### src/rtl/frame_buf_rd_sched.sv
// frame_buf_rd_sched: read-side scheduler for the five-entry one-hot frame
// buffer ring. Each reader's vsync rise queues a request; a round-robin
// arbiter serializes the three readers through an IDLE/SEL/UPD FSM that hands
// the reader the last completed write buffer, or keeps its previous buffer
// when the candidate is not one-hot or is currently being written.
// Optional build macro FB_RD_SCHED_STAT_EN adds rd_repeat_cnt, three 8-bit
// saturating counters of fallback commits (reader i in bits [8i+7:8i]).
module frame_buf_rd_sched #(
  parameter int unsigned        ADDR_W    = 32,
  parameter logic [ADDR_W-1:0]  BASE_ADDR = ADDR_W'(32'h0000_0000),
  parameter logic [ADDR_W-1:0]  BUF_SIZE  = ADDR_W'(32'h0080_0000)
) (
  input  logic              wclk,
  input  logic              wrst_n,
  input  logic [2:0]        rd_vs,
  input  logic [4:0]        wr_done_point,
  input  logic [4:0]        wr_current_point,
  output logic [4:0]        rd0_curr_point,
  output logic [4:0]        rd1_curr_point,
  output logic [4:0]        rd2_curr_point,
  output logic [ADDR_W-1:0] rd0_base_addr,
  output logic [ADDR_W-1:0] rd1_base_addr,
  output logic [ADDR_W-1:0] rd2_base_addr,
  output logic [2:0]        rd_update,
  output logic [2:0]        rd_repeat,
`ifdef FB_RD_SCHED_STAT_EN
  output logic [23:0]       rd_repeat_cnt,
`endif
  output logic              busy
);

  typedef enum logic [1:0] {S_IDLE, S_SEL, S_UPD} state_t;

  state_t                  state_q;
  logic [2:0]              rd_vs_q;
  logic [2:0]              pending_q;
  logic [2:0]              rise;
  logic [2:0]              clr;
  logic [1:0]              rr_last_q;
  logic [1:0]              gi_q;
  logic [1:0]              gi_d;
  logic [1:0]              rr_c;
  logic                    rr_found;
  logic [4:0]              cand_q;
  logic [2:0][4:0]         point_q;
  logic [2:0][ADDR_W-1:0]  base_q;
  logic [2:0]              upd_q;
  logic [2:0]              rep_q;
  logic                    busy_q;
  logic                    ok;
  logic [4:0]              new_pt;
  logic [2:0]              new_idx;
  logic [ADDR_W-1:0]       new_base;

  // A request is a 0->1 transition of a reader's vsync level.
  assign rise = rd_vs & ~rd_vs_q;
  // The reader being committed in SEL drops its pending flag.
  assign clr  = (state_q == S_SEL) ? (3'b001 << gi_q) : 3'b000;

  // Round-robin pick: scan readers starting after the last one served.
  always_comb begin
    gi_d     = 2'd0;
    rr_found = 1'b0;
    rr_c     = rr_last_q;
    for (int k = 0; k < 3; k++) begin
      rr_c = (rr_c == 2'd2) ? 2'd0 : rr_c + 2'd1;
      if (!rr_found && pending_q[rr_c]) begin
        gi_d     = rr_c;
        rr_found = 1'b1;
      end
    end
  end

  // Candidate check and the resulting point/base for the granted reader.
  always_comb begin
    ok = (cand_q != 5'd0) && ((cand_q & (cand_q - 5'd1)) == 5'd0) &&
         ((cand_q & wr_current_point) == 5'd0);
    new_pt  = ok ? cand_q : point_q[gi_q];
    new_idx = 3'd0;
    for (int b = 0; b < 5; b++) begin
      if (new_pt[b]) new_idx = 3'(b);
    end
    new_base = BASE_ADDR + ADDR_W'(new_idx) * BUF_SIZE;
  end

  // Edge detector and pending flags; a fresh rise wins over a same-cycle clear.
  always_ff @(posedge wclk or negedge wrst_n) begin
    if (!wrst_n) begin
      rd_vs_q   <= 3'b000;
      pending_q <= 3'b000;
    end else begin
      rd_vs_q   <= rd_vs;
      pending_q <= (pending_q & ~clr) | rise;
    end
  end

  // Scheduler FSM with registered assignments, pulses and busy flag.
  always_ff @(posedge wclk or negedge wrst_n) begin
    if (!wrst_n) begin
      state_q   <= S_IDLE;
      rr_last_q <= 2'd2;
      gi_q      <= 2'd0;
      cand_q    <= 5'd0;
      point_q   <= '0;
      base_q    <= {3{BASE_ADDR}};
      upd_q     <= 3'b000;
      rep_q     <= 3'b000;
      busy_q    <= 1'b0;
    end else begin
      upd_q <= 3'b000;
      rep_q <= 3'b000;
      case (state_q)
        S_IDLE: begin
          if (|pending_q) begin
            state_q <= S_SEL;
            gi_q    <= gi_d;
            cand_q  <= wr_done_point;
            busy_q  <= 1'b1;
          end
        end
        S_SEL: begin
          state_q       <= S_UPD;
          point_q[gi_q] <= new_pt;
          base_q[gi_q]  <= new_base;
          upd_q         <= 3'b001 << gi_q;
          rep_q         <= ok ? 3'b000 : (3'b001 << gi_q);
          rr_last_q     <= gi_q;
        end
        S_UPD: begin
          state_q <= S_IDLE;
          busy_q  <= 1'b0;
        end
        default: begin
          state_q <= S_IDLE;
          busy_q  <= 1'b0;
        end
      endcase
    end
  end

`ifdef FB_RD_SCHED_STAT_EN
  logic [2:0][7:0] cnt_q;

  // Saturating count of fallback commits per reader.
  always_ff @(posedge wclk or negedge wrst_n) begin
    if (!wrst_n) begin
      cnt_q <= '0;
    end else begin
      for (int i = 0; i < 3; i++) begin
        if (rep_q[i] && cnt_q[i] != 8'hff) cnt_q[i] <= cnt_q[i] + 8'd1;
      end
    end
  end

  assign rd_repeat_cnt = cnt_q;
`endif

  assign rd0_curr_point = point_q[0];
  assign rd1_curr_point = point_q[1];
  assign rd2_curr_point = point_q[2];
  assign rd0_base_addr  = base_q[0];
  assign rd1_base_addr  = base_q[1];
  assign rd2_base_addr  = base_q[2];
  assign rd_update      = upd_q;
  assign rd_repeat      = rep_q;
  assign busy           = busy_q;

endmodule

### config.mk
export PLATFORM = sky130hd
export DESIGN_NAME = frame_buf_rd_sched
export DESIGN_NICKNAME = d
export VERILOG_FILES = /design/src/rtl/frame_buf_rd_sched.sv
export SDC_FILE = /design/constraint.sdc
export NUM_CORES = 1
export LEC_CHECK = 0
export CAP_MARGIN = 20
export CORE_ASPECT_RATIO = 1.25
export CORE_UTILIZATION = 41
export CTS_BUF_LIST = sky130_fd_sc_hd__clkbuf_2 sky130_fd_sc_hd__clkbuf_4 sky130_fd_sc_hd__clkbuf_8
export DETAILED_ROUTE_END_ITERATION = 12
export PLACE_DENSITY = 0.82
export SLEW_MARGIN = 15
export SYNTH_ARGS = -nofsm -noshare
export SYNTH_HDL_FRONTEND = slang
export SYNTH_SLANG_ARGS = --single-unit
### constraint.sdc
create_clock -name wclk -period 2.2 [get_ports wclk]
set_input_delay 0.44 -clock wclk [delete_from_list [all_inputs] [get_ports wclk]]
set_output_delay 0.44 -clock wclk [all_outputs]
set_load 0.005 [all_outputs]
==> results of run 1 <==
-- power groups by stage --
stage	logic [mW]	registers, mW	clock network [mW]
detailed placement	1.78	1.49	0
finish	1.78	1.47	0.499
floorplan	1.16	1.41	0
CTS	1.79	1.48	0.508
global route	1.98	1.53	0.543
global placement	1.72	1.47	0
-- synth_stat cells, types with 2 or more instances --
library cell	n
sky130_fd_sc_hd__or3_1	2
sky130_fd_sc_hd__dfrtp_1	44
sky130_fd_sc_hd__o22ai_1	2
sky130_fd_sc_hd__mux2i_1	9
sky130_fd_sc_hd__mux2_2	6
sky130_fd_sc_hd__o2bb2ai_1	3
sky130_fd_sc_hd__nand2_1	41
sky130_fd_sc_hd__a21oi_1	5
sky130_fd_sc_hd__nor3_1	2
sky130_fd_sc_hd__o31ai_1	3
sky130_fd_sc_hd__inv_1	10
sky130_fd_sc_hd__buf_4	90
sky130_fd_sc_hd__nor2b_1	3
sky130_fd_sc_hd__o21ai_1	3
sky130_fd_sc_hd__nor2_1	3
sky130_fd_sc_hd__o21ai_0	18
sky130_fd_sc_hd__o31ai_2	3
sky130_fd_sc_hd__clkbuf_1	6
-- layout make-up --
type	instances	area [um^2]	share of cell area (%)
flip-flops and latches	45	1130	38.6
multi-input cells	204	1050	35.8
repair buffers	53	518	17.7
well taps	85	106	3.64
clock buffers	6	76.3	2.61
inverters	10	37.5	1.28
clock inverters	2	10.0	0.343
-- worst paths after layout --
| path | slack, ps | cells after the start | start | to |
|---|---|---|---|---|
| max | 200 | 6 | cand_q[1] | rd0_curr_point[1] |
| min | 110 | 2 | wrst_n | rd1_curr_point[2] |
| max reg2reg | 200 | 6 | cand_q[1] | rd0_curr_point[1] |
| min reg2reg | 430 | 1 | rd_vs_q[1] | pending_q[1] |
| max in group asynchronous | 1830 | 2 | wrst_n | rr_last_q[1] |
| min in group wclk | 430 | 1 | rd_vs_q[1] | pending_q[1] |
-- logic make-up after synthesis --
logic type	count (synthesis)
other	1
flip-flops	45
AO/OA/AOI/OAI	43
multiplexers	16
XOR/XNOR	1
buffers and inverters	107
AND/OR/NAND/NOR	57
-- through the flow --
| step | hold slack [ps] | setup WS, ps | utilization (%) | area (um^2) | power, mW |
|---|---|---|---|---|---|
| 6_report | 108 | 203 | 47.7 | 2920 | 3.75 |
| 3_5_place_dp | 431 | -84.6 | 46.3 | 2840 | 3.27 |
| 5_1_grt | 129 | 32.5 | 47.7 | 2920 | 4.05 |
| 2_1_floorplan | 144 | 420 | - | 2910 | 2.57 |
| 4_1_cts | 118 | 203 | 47.7 | 2920 | 3.77 |
| 3_3_place_gp | 406 | -9.50 | 46.3 | 2840 | 3.18 |
-- flip-flops by register name (all words and copies together) (netlist names) --
signal          cells
busy                1
cand_q              5
gi_q                2
pending_q           3
rd0_base_addr       3
rd0_curr_point      4
rd1_base_addr       3
rd1_curr_point      4
rd2_base_addr       3
rd2_curr_point      4
rd_repeat           3
rd_update           3
rd_vs_q             3
rr_last_q           2
state_q             2
-- worst max-delay path, stage by stage, from the launching register on --
cell                      delay [ps]
sky130_fd_sc_hd__dfrtp_1         480
sky130_fd_sc_hd__nor4_2          470
sky130_fd_sc_hd__xnor2_1         290
sky130_fd_sc_hd__nand2_4         130
sky130_fd_sc_hd__buf_4           160
sky130_fd_sc_hd__mux2i_1         210
sky130_fd_sc_hd__o21ai_0         120
-- metal layers --
metal / global-route usage [%] / vias up / part of all wire [%]
met5: 0 / - / 0
met4: 4.41 / 0 / 1.6
met3: 3.57 / 9 / 7.2
met2: 26.2 / 92 / 53
met1: 16.3 / 812 / 38
li1: - / 806 / -
==> results.md, run 1 <==
- Commonest cells after routing, fill and taps aside: sky130_fd_sc_hd__conb_1 (87), sky130_fd_sc_hd__dfrtp_1 (44), sky130_fd_sc_hd__clkdlybuf4s50_1 (44), sky130_fd_sc_hd__nand2_1 (41), sky130_fd_sc_hd__o21ai_0 (18)
- Clock-pin slew on the worst setup and hold paths: 80 ps
- Maximum number of pins on one net before global-route repair: 46
- Buffer type at the clock tree root: sky130_fd_sc_hd__clkbuf_8
- Clock Power Share: 13.3%
- Highest net fanout along the worst path: 7
- Post-cts repair resize count: 0
- Final period demand of the worst path: 2000 ps
- Largest family of logic cells by synthesized area: buffers and inverters
- Filler instances: 587
- Adder-cell share of the synthesized area: 0%
- Clock Latency Late Sink: 290 ps
- Initial core utilization: between 40% and 50%
- Share of the synthesized netlist area taken by xor and xnor gates: 0.338%
- Number of hold buffers added after cts: 0
- TritonCTS Sinks: 45
- TritonCTS clock tree: built
- Detailed Place HPWL: 3.57 mm
- Sequential fraction of design power: 39.3%
- Run status: completed
- Kind of start point of the critical path: flop
- Core region area: 6130 um^2
- Kind of capture point of the worst setup path: flop
- Synth Instances: 270
- Largest cells by area after synthesis: sky130_fd_sc_hd__dfrtp_1 (42%), sky130_fd_sc_hd__buf_4 (26%), sky130_fd_sc_hd__nand2_1 (5.9%)
- Post-synth top flop: sky130_fd_sc_hd__dfrtp_1
- Maximum level of the CTS H-tree: 2
- Hold Crit Class: primary input to async pin
- Y dimension of the die: 90.9 um
- TritonCTS buffer count: 5
- Sequential element share of the synthesized area: 43.5%
- RSZ-0062 raised after global routing: no
- Required time of the critical path: 2370 ps
- Net Sw Power: 1.45 mW
- Power Density: 1280 nW/um^2
- Final max-slew violation count: 0
- Post-Synthesis Mean Instance Area: approximately 9.6 um^2
- Final TNS setup: 0 ps
- Count of final hold-check violations: 0
- Die footprint: 6640 um^2
- Aggregate global routing overflow: 0
- Share of the synthesized area in compound gates (AO/OA/AOI/OAI): 10.9%
- Number of non-filler instances in the completed layout: 405
- Critical path data arrival time: approximately 2200 ps
- Fraction of synthesis flops using an asynchronous set or reset pin: between 90% and 100%
- Number of cells after detailed placement: around 400
- Wirelength, routed: around 4.6 mm
- Antenna violations before repair: 0
- Wire length of the first global-routing pass: 7.44 mm
- Post-detailed-route DRC marker count: 0
- Vias after detailed routing: 1719
- Upper clock frequency limit: 0.501 GHz
- Combinational fraction of design power: 47.4%
- Largest buffer count on any clock path: 2
- Global placer's final weighted congestion: between 0.8 and 0.9
- Count of input and output buffers: 45
- Post-Synth Simple-Gate Area: 9.90%
- Switching share of power: 38.6%
- Portion of netlist area occupied by mux cells: 6.66%
- Area leader, netlist: sky130_fd_sc_hd__dfrtp_1
- Diode insertion count for antenna repair: 0
- Vias per inst: 4.24
- Max-capacitance violation count: 0
- Synthesis-to-finish area growth: 12.7%
- Top-level port count: approximately 130
- Number of distinct standard cells referenced by the synthesized netlist: 35
- Leakage power: around 1.5 nW
- WL per Instance: 11.4 um
- Synth top area share: 42.5%
- GRT Overall Usage: between 10 and 15%
- Largest vdd supply drop: between 400 and 500 uV
- Finish-stage setup viols: 0
- Type of the worst setup path: flop to flop
- Yosys warning total: 0
- Most common cell after layout, fill and taps aside: sky130_fd_sc_hd__conb_1
- Area of the mapped netlist: roughly 2600 um^2
- ANT nets after route: 0
- Number of enable-type register cells in the synthesized netlist: 0
- Initial DRC count: 95
- Clk_skew: approximately 3.2 ps
- Fraction of layout cells with a size suffix above 1: about a tenth
- Number of synthesized register bits: 45
- Count of standard-cell rows: 32
- Number of iterations in the first detailed-routing pass: 4
- Via count of the first global-routing pass: 1584
- Number of nets in the layout: 334
- Period utilization: 90.8%
- P_int: 2.30 mW
- Number of post-CTS setup repair buffers: 0
- Die Span X: 73.1 um
Note: power is estimated with default switching activity, not from simulation.
==> run 2: changes to the inputs <==
Settings changed: CORE_UTILIZATION 41 to 37, PLACE_DENSITY 0.82 to 0.78.
Clock period 2.2 ns to 1.8 ns, I/O delays scaled along.
==> run 2 against run 1 <==
  * First-iteration DRC count fell by 39%
  * Utilization rose by 0.078 points
  * Clock-buffer cell count did not move
  * Critical endpoint is now rd1_base_addr[23]
  * The flow now finishes with violations (negative setup slack)
  * Flip-flop and latch count did not move
  * Fmax rose by 5.4%
  * Clock power rose by 52%
==> results.md, run 2 (synthesized netlist as in run 1, its figures left out) <==
- WL per Instance: 11.6 um (+1.2%)
- Core region area: 6650 um^2 (+8.5%)
- Number of iterations in the first detailed-routing pass: 4 (unchanged)
- Top-level port count: 133 (unchanged)
- Top reg by flops: cand_q
- Critical path data arrival time: 2110 ps (-60 ps)
- Relative slew slack: 62.1%
- Die Span X: 76.9 um (+5.1%)
- TritonCTS buffer count: 5 (unchanged)
- Wire length of the first global-routing pass: 7.69 mm (+3.3%)
- Leakage power: 1.58 nW (+6.9%)
- Vias after detailed routing: 1824 (+6.1%)
- Largest vdd supply drop: 531 uV (+23%)
- TritonCTS Sinks: 45 (unchanged)
- Final max-slew violation count: 0 (unchanged)
- TritonCTS clock tree: built
- Final TNS setup: -227 ps (-227 ps)
- Max-capacitance violation count: 0 (unchanged)
- Initial DRC count: 58 (-39%)
- Number of nets in the layout: 352 (+5.4%)
- RSZ-0062 raised after global routing: yes
- Required time of the critical path: 2020 ps (-350 ps)
- Largest buffer count on any clock path: 2 (unchanged)
- Final std cell area, no fill: 3180 um^2 (+8.7%)
- Most common cell after layout, fill and taps aside: sky130_fd_sc_hd__conb_1
- Maximum number of pins on one net before global-route repair: 27 (-41%)
- Finish-stage setup viols: 5 (+5)
- Period utilization: 105% (+14 points)
- Count of input and output buffers: 45 (unchanged)
- Clock Latency Late Sink: 300 ps (about the same)
- WHS: 48.7 ps (-59.7 ps)
- Hold Crit Class: primary input to async pin
- ANT nets after route: 0 (unchanged)
- Initial core utilization: 39.0% (-3.3 points)
- Count of standard-cell rows: 33 (+3.1%)
- Number of hold buffers added after cts: 0 (unchanged)
- Global placer's final weighted congestion: 0.836 (-5.6%)
- Final worst setup slack: -94.1 ps (-297 ps)
- Post-detailed-route DRC marker count: 0 (unchanged)
- Pin slew with the least headroom to its limit: 568 ps
- Highest net fanout along the worst path: 5 (-2)
- Maximum level of the CTS H-tree: 2 (unchanged)
- Commonest cells after routing, fill and taps aside: sky130_fd_sc_hd__conb_1 (87), sky130_fd_sc_hd__clkdlybuf4s50_1 (43), sky130_fd_sc_hd__nand2_1 (41), sky130_fd_sc_hd__dfrtp_1 (41), sky130_fd_sc_hd__buf_4 (24)
- Final period demand of the worst path: 1890 ps (-103 ps)
- Y dimension of the die: 95.6 um (+5.1%)
- Kind of capture point of the worst setup path: flop
- Upper clock frequency limit: 0.528 GHz (+5.4%)
- Vias per inst: 4.29 (+1.1%)
- Number of flip-flops under the largest register name: 5 (unchanged)
- Clk_skew: 6.40 ps (+3.23 ps)
- Run status: complete, but fails checks
- Cell area after placement: 2920 um^2 (+2.8%)
- Detailed Place HPWL: 3.73 mm (+4.5%)
- Die footprint: 7340 um^2 (+11%)
- Kind of start point of the critical path: flop
- Fraction of layout cells with a size suffix above 1: 17.8% (+7.4 points)
- Via count of the first global-routing pass: 1632 (+3.0%)
- Count of final hold-check violations: 0 (unchanged)
- Antenna violations before repair: 0 (unchanged)
- Register-to-register path setup slack: -90 ps (-300 ps)
- Buffer type at the clock tree root: sky130_fd_sc_hd__clkbuf_8
- Type of the worst setup path: flop to flop
- Synthesis-to-finish area growth: 22.5%
- Aggregate global routing overflow: 0 (unchanged)
- Overall power of the completed layout: 5.29 mW (+41%)
- Filler instances: 601 (+2.4%)
- Clock-pin slew on the worst setup and hold paths: 80 ps (about the same)
- Power Density: 1670 nW/um^2 (+30%)
- Core utilization of the finished layout: 47.8% (+0.078 points)
- Diode insertion count for antenna repair: 0 (unchanged)
- Violations in the final reports: negative setup slack
- Wirelength, routed: 4.91 mm (+6.2%)
- GRT Overall Usage: 13.4% (-1.1 points)
==> run 2: what timing repair did <==
item                                    4_1_cts  5_1_grt
pin swaps                                     2        3
endpoints found under the setup margin       14       21
gates cloned                                  0        1
setup buffers                                 2        3
resized for setup                             8       16
==> run 2: metrics by stage <==
step                setup WS (ps)  cells
floorplan                    28.0    356
global placement             -348    411
detailed placement           -378    411
CTS                         -36.3    421
global route                 -129    425
finish                      -94.1    425
==> run 2: layer usage <==
| layer | global-route usage (%) | wire, um | up-vias |
|---|---|---|---|
| li1 | - | - | 847 |
| met1 | 14.8 | 1890 | 875 |
| met3 | 3.16 | 349 | 6 |
| met5 | 0 | 0 | - |
| met2 | 24.6 | 2590 | 96 |
| met4 | 5.93 | 80 | 0 |
==> run 2: layout make-up <==
cell class	instances	area, um^2	share of cell area, %
clock buffer	6	76.3	2.40
clock inverter	2	35.0	1.10
inverter	10	37.5	1.18
multi-input combinational	205	1150	36.1
sequential	45	1130	35.6
tap	87	109	3.43
timing repair buffer	70	639	20.1
==> run 2: worst max-delay path, stage by stage, from the launching register on <==
cell and delay [ps]:
sky130_fd_sc_hd__dfrtp_2 450, sky130_fd_sc_hd__a222oi_1 410, sky130_fd_sc_hd__o311a_2 290, sky130_fd_sc_hd__nand2_4 80, sky130_fd_sc_hd__mux2_4 350, sky130_fd_sc_hd__o31ai_4 230
==> run 2: where the power goes <==
part           internal [mW]  leakage [nW]  switching (mW)
Combinational           1.44         0.964            1.31
Clock                  0.427        0.0586           0.331
Sequential              1.43         0.560           0.358
Total                   3.29          1.58            2.00
==> run 2: worst paths after layout <==
kind / start / to / depth (start not counted)
worst max-delay path: cand_q[1] / rd1_base_addr[23] / 5
worst min-delay path: wrst_n / pending_q[1] / 1
worst max register to register: cand_q[1] / rd1_base_addr[23] / 5
worst min register to register: rd_vs_q[0] / pending_q[0] / 1
max in group asynchronous: wrst_n / cand_q[0] / 2
min in group wclk: rd_vs_q[0] / pending_q[0] / 1
==> run 3: changes to the inputs <==
Settings changed: CORE_UTILIZATION 37 to 36, CTS_BUF_LIST sky130_fd_sc_hd__clkbuf_2 sky130_fd_sc_hd__clkbuf_4 sky130_fd_sc_hd__clkbuf_8 to sky130_fd_sc_hd__clkbuf_8 sky130_fd_sc_hd__clkbuf_16, PLACE_DENSITY 0.78 to 0.77.
==> run 3 against run 2 <==
  * The run still ends with negative setup slack left
  * First-iteration DRC count rose by 95%
  * Die area increased by 2.7%
  * Global-route usage down 0.39 points
  * Largest cell class is now sequential cells
  * Register-to-register slack is essentially flat
  * Cell count is 0.71% lower
  * Sequential share of layout area increased by 1.2 points
  * Utilization fell by 3.8 points
  * Fmax barely moved
  * Final area fell by 3.4%
  * Hold slack better by 370 ps
  * Worst setup slack lost 0.91 ps
  * Clock-buffer cell count is 1 lower
  * Largest power group unchanged
==> results.md, run 3 (synthesized netlist as in run 1, its figures left out) <==
- Finish-stage setup viols: 15 (+10)
- Global Route met2 Usage: 23.2% (-1.3 points)
- Upper clock frequency limit: 0.528 GHz (about the same)
- TritonCTS buffer count: 5 (unchanged)
- GRT Overall Usage: 13.0% (-0.39 points)
- Run status: complete, but fails checks
- Core region area: 6980 um^2 (+5.0%)
- WHS: 416 ps (+368 ps)
- Switching share of power: 38.7% (+0.80 points)
- Final max-slew violation count: 0 (unchanged)
- List of cells traversed by the critical path: a222oi_1 > o311a_2 > nand2_4 > mux2_4 > o31ai_2
- Wire length of the first global-routing pass: 7.61 mm (-0.99%)
- WL per Instance: 11.2 um (-3.3%)
- Period utilization: 105% (about the same)
- Kind of start point of the critical path: flop
- Register-to-register path setup slack: -100 ps (about the same)
- Buffer type at the clock tree root: sky130_fd_sc_hd__clkbuf_8
- Maximum number of pins on one net before global-route repair: 29 (+7.4%)
- Diode insertion count for antenna repair: 0 (unchanged)
- Filler instances: 675 (+12%)
- Y dimension of the die: 96.9 um (+1.3%)
- Clock-pin slew on the worst setup and hold paths: 90 ps (about the same)
- Crit Reg-Reg Startpoint: cand_q[2]
- Clock Latency Late Sink: 300 ps (about the same)
- Aggregate global routing overflow: 0 (unchanged)
- Initial DRC count: 113 (+95%)
- Hold Crit Class: flop to flop
- Antenna violations before repair: 0 (unchanged)
- Slowest-stage cell, CP: sky130_fd_sc_hd__dfrtp_2
- Kind of capture point of the worst setup path: flop
- Highest net fanout along the worst path: 6 (+1)
- Leakage power: 1.54 nW (-2.9%)
- Die Span X: 77.9 um (+1.3%)
- ANT nets after route: 0 (unchanged)
- Type of the worst setup path: flop to flop
- Largest buffer count on any clock path: 2 (unchanged)
- Most common cell after layout, fill and taps aside: sky130_fd_sc_hd__conb_1
- Hold Path Origin: rd_vs_q[0]
- Count of cells along the worst hold path: 1
- Power Density: 1600 nW/um^2 (-3.7%)
- Register-to-Register Path Depth: 5 (unchanged)
- Initial core utilization: 37.1% (-1.8 points)
- Via count of the first global-routing pass: 1584 (-2.9%)
- Maximum level of the CTS H-tree: 2 (unchanged)
- RSZ-0062 raised after global routing: yes
- Grt met1 use: 14.7% (-0.099 points)
- Count of standard-cell rows: 34 (+3.0%)
- Endpoint of the worst-slack reg-to-reg timing path: rd2_base_addr[23]
- Critical path data arrival time: 2110 ps (about the same)
- Fraction of layout cells with a size suffix above 1: 14.5% (-3.3 points)
- Largest vdd supply drop: 588 uV (+11%)
- Final period demand of the worst path: 1900 ps (+0.914 ps)
- Count of input and output buffers: 45 (unchanged)
- Top-level port count: 133 (unchanged)
- Die footprint: 7540 um^2 (+2.7%)
- Sequential fraction of design power: 35.5% (+1.8 points)
- Final worst setup slack: -95.0 ps (-0.914 ps)
- Global placer's final weighted congestion: 0.816 (-2.4%)
- Met3 Use GR: 2.26% (-0.89 points)
- Vias after detailed routing: 1788 (-2.0%)
- Top reg by flops: cand_q
- Net Sw Power: 1.90 mW (-5.0%)
- Hold worst-path end: pending_q[0]
- Family with the most delay on the worst path: compound AO/OA/AOI/OAI gates
- Number of nets in the layout: 346 (-1.7%)
- Final std cell area, no fill: 3070 um^2 (-3.4%)
- Post-detailed-route DRC marker count: 0 (unchanged)
- TritonCTS clock tree: built
- Buf+Inv Stages, Crit Path: 0 (unchanged)
- Max-capacitance violation count: 0 (unchanged)
- Longest individual stage delay on the worst path: 460 ps (about the same)
- Global route hottest layer: met2
- Violations in the final reports: negative setup slack
- Vias per inst: 4.24 (-1.3%)
- Clock Power Share: 12.2% (-2.1 points)
- Clk_skew: 10.3 ps (+3.88 ps)
- Detailed Place HPWL: 3.60 mm (-3.6%)
- Count of final hold-check violations: 0 (unchanged)
- Required time of the critical path: 2010 ps (about the same)
- TritonCTS Sinks: 45 (unchanged)
- Commonest cells after routing, fill and taps aside: sky130_fd_sc_hd__conb_1 (87), sky130_fd_sc_hd__clkdlybuf4s50_1 (43), sky130_fd_sc_hd__dfrtp_1 (42), sky130_fd_sc_hd__nand2_1 (41), sky130_fd_sc_hd__buf_4 (18)
- Number of flip-flops under the largest register name: 5 (unchanged)
- Cell area after placement: 2900 um^2 (-0.47%)
- Combinational fraction of design power: 52.3% (+0.3 points)
- Synthesis-to-finish area growth: 18.3%
- Number of iterations in the first detailed-routing pass: 4 (unchanged)
- P_int: 3.02 mW (-8.2%)
- Wirelength, routed: 4.71 mm (-4.0%)
run 3: area by class of cell:
cell class,instances,area (um^2),share of cell area [%]
sequential,45,1130,36.8
inverter,10,37.5,1.22
timing repair buffer,65,613,20.0
multi-input combinational,204,1090,35.5
tap,90,113,3.67
clock inverter,3,17.5,0.571
clock buffer,5,68.8,2.24
run 3: how the worst max path moves through the flow:
stage | from | end | cells after the start
after floorplan | cand_q[1] | rd1_base_addr[23] | 5
after global placement | wr_current_point[1] | rd1_base_addr[23] | 6
after detailed placement | wr_current_point[1] | rd0_curr_point[0] | 7
after CTS | cand_q[1] | rd2_base_addr[23] | 5
after global routing | cand_q[1] | rd2_base_addr[23] | 5
final | cand_q[2] | rd2_base_addr[23] | 5
run 3: power groups by stage:
| stage | clock network [mW] | registers [mW] | logic, mW |
|---|---|---|---|
| finish | 0.600 | 1.75 | 2.57 |
| global route | 0.654 | 1.82 | 2.81 |
| CTS | 0.610 | 1.75 | 2.47 |
| detailed placement | 0 | 1.76 | 2.35 |
| global placement | 0 | 1.75 | 2.29 |
| floorplan | 0 | 1.73 | 1.42 |
run 3: repair_timing:
| action | 4_1_cts | 5_1_grt |
|---|---|---|
| endpoints found under the hold margin | 6 | 0 |
| hold buffers | 1 | 0 |
| endpoints found under the setup margin | 15 | 21 |
| buffers inserted | 1 | 2 |
| pin swaps | 1 | 2 |
| gates resized for setup | 7 | 6 |
run 3: through the flow:
stage | util, % | setup WS (ps) | cells | total power, mW | TNS, ps
floorplan | - | 28.0 | 356 | 3.15 | 0
detailed placement | 41.6 | -390 | 410 | 4.12 | -7410
finish | 44.0 | -95.0 | 422 | 4.92 | -789
global route | 44.0 | -168 | 422 | 5.28 | -2490
CTS | 43.4 | -55.7 | 420 | 4.82 | -249
global placement | 41.6 | -327 | 410 | 4.04 | -6190
run 3: per-layer routing:
metal / routed length, um / part of all wire [%]
met3: 319 / 6.8
met5: 0 / 0
met1: 1820 / 39
met2: 2450 / 52
met4: 118 / 2.5
==> RTL change: new RTL, flow settings as in run 1 <==
Add a define of `FB_RD_SCHED_STAT_EN`.
--- a/src/rtl/frame_buf_rd_sched.sv
+++ b/src/rtl/frame_buf_rd_sched.sv
@@ -6,4 +6,6 @@
 // Optional build macro FB_RD_SCHED_STAT_EN adds rd_repeat_cnt, three 8-bit
 // saturating counters of fallback commits (reader i in bits [8i+7:8i]).
+`define FB_RD_SCHED_STAT_EN
+
 module frame_buf_rd_sched #(
   parameter int unsigned        ADDR_W    = 32,
Formal check against the unedited RTL (old outputs only; new: rd_repeat_cnt): equivalent (Yosys induction, for registers that start in step).
==> RTL change against run 1 <==
  * Routed wire length grew 47%
  * Final area rose by 48%
  * Clock power grew 110%
  * Sequential cell count is 24 higher
  * Worst setup slack worse by 22 ps
  * Total power up 47%
  * Synthesized area grew 39%
  * Utilization is 4.0 points higher
  * Critical path type unchanged
==> RTL change: results (changes against run 1) <==
cts_max_level: 3  # +1
cts_buffers: 9  # +4
clkLatencyLatePin_ps: 340  # +50 ps
intPower_mw: 3.48  # +51%
ys_top_cells_by_area: "dfrtp_1, buf_4, nand2_1"
grt_usage_pct: 14.8  # +0.35 points
avgSynthCellArea_um2: 9.84  # +2.6%
vias_per_cell: 4.41  # +3.9%
synth-seq-area-share_pct: 47.8  # +4.3 points
portBuffers: 69  # +53%
met3_usage_pct: 3.39  # -0.18 points
place_area_mm2: 0.00411  # +45%
grt_max_degree: 43  # -6.5%
post-cts-setup-buffers: 0  # unchanged
met1_usage_pct: 17.7  # +1.4 points
synth_cell_type_count: 36  # +2.9%
grt_pass1_wl_mm: 10.6  # +42%
status: "finished, final reports clean"
pwr-share-clk_pct: 19.5  # +6.2 points
dr_total_vias: 2495  # +45%
place_hpwl_mm: 4.96  # +39%
largest_reg_flops: 24  # +19
m1WireLength_mm: 2.84  # +60%
cts-root-buf: "clkbuf_8"
layout.nets: 462  # +38%
p_leak_nw: 2.07  # +40%
post-place-cells: 549  # +38%
drtIter0Drc: 90  # -5.3%
cpPeakStageDelay_ps: 440  # -40 ps
wirelength_mm: 6.78  # +47%
dp_slack_ps: -72.8  # +11.8 ps
dr_wl_met3_um: 435  # +31%
max-cap-violations: 0  # unchanged
drive_above_1_share_pct: 7.35  # -3.0 points
worst_clock_skew_ps: 10.5  # +7.30 ps
worstPathMaxFanout: 11  # +4
wl_met2_mm: 3.43  # +40%
netlist_top_cells_count: "buf_4, dfrtp_1, nand2_1"
min-delay-path-class: "register to register"
p_seq_mw: 2.17  # +48%
place.gp.congestion: 0.852  # -3.8%
p_per_area_mw_per_mm2: 1270  # -1.2%
grt_pass1_vias: 2224  # +40%
globalRouteMet2Util_pct: 25.6  # -0.59 points
ir_drop_mv: 0.649  # +50%
-- RTL change: cell types whose count changed in the layout (fill, tap and decap cells not counted), sizes merged, moves of 6 or more --
cell	before	now
nor2	3	10
xnor2	1	14
xor2	0	8
dfrtp	44	68
o31ai	6	0
nand4	0	7
nand3	0	7
nand2	42	54
o21ai	21	31
clkdlybuf4s50	44	68
-- RTL change: final timing paths --
kind / from / end / slack (ps) / cells after the start
worst min-delay path: rd_vs_q[1] / pending_q[1] / 430 / 1
max in group asynchronous: wrst_n / rd1_curr_point[3] / 1020 / 3
worst min register to register: rd_vs_q[1] / pending_q[1] / 430 / 1
worst max-delay path: cand_q[3] / rd2_base_addr[23] / 180 / 6
worst max register to register: cand_q[3] / rd2_base_addr[23] / 180 / 6
min in group asynchronous: wrst_n / rd_repeat_cnt[13] / 440 / 2
-- RTL change: area by class of cell --
cell class / instances / area [µm²]
Tap cell: 117 / 146
Fill cell: 749 / 4050
Sequential cell: 69 / 1730
Timing Repair Buffer: 79 / 763
Inverter: 13 / 48.8
Clock buffer: 10 / 138
Clock inverter: 6 / 71.3
Multi-Input combinational cell: 272 / 1440
-- RTL change: cells by family (layout without fill, tap and decap cells) --
| kind of cell | after synthesis | in the layout | synth area share, % |
|---|---|---|---|
| AOI/OAI and AO/OA | 51 | 51 | 8.35 |
| xor gates and xnor gates | 22 | 22 | 5.33 |
| adders and majority gates | 3 | 3 | 1.04 |
| buffers and inverters | 112 | 108 | 21.3 |
| DFF | 69 | 69 | 47.8 |
| muxes | 13 | 13 | 3.71 |
| other | 1 | 87 | 0.104 |
| and+or+nand+nor | 96 | 96 | 12.3 |
-- RTL change: worst max-delay path, delay by kind of cell, from the launching register on --
family          cells  cell delay, ps
xor+xnor            1             230
flops               1             440
compound gates      1             250
simple gates        3             800
buf+inv             1             180
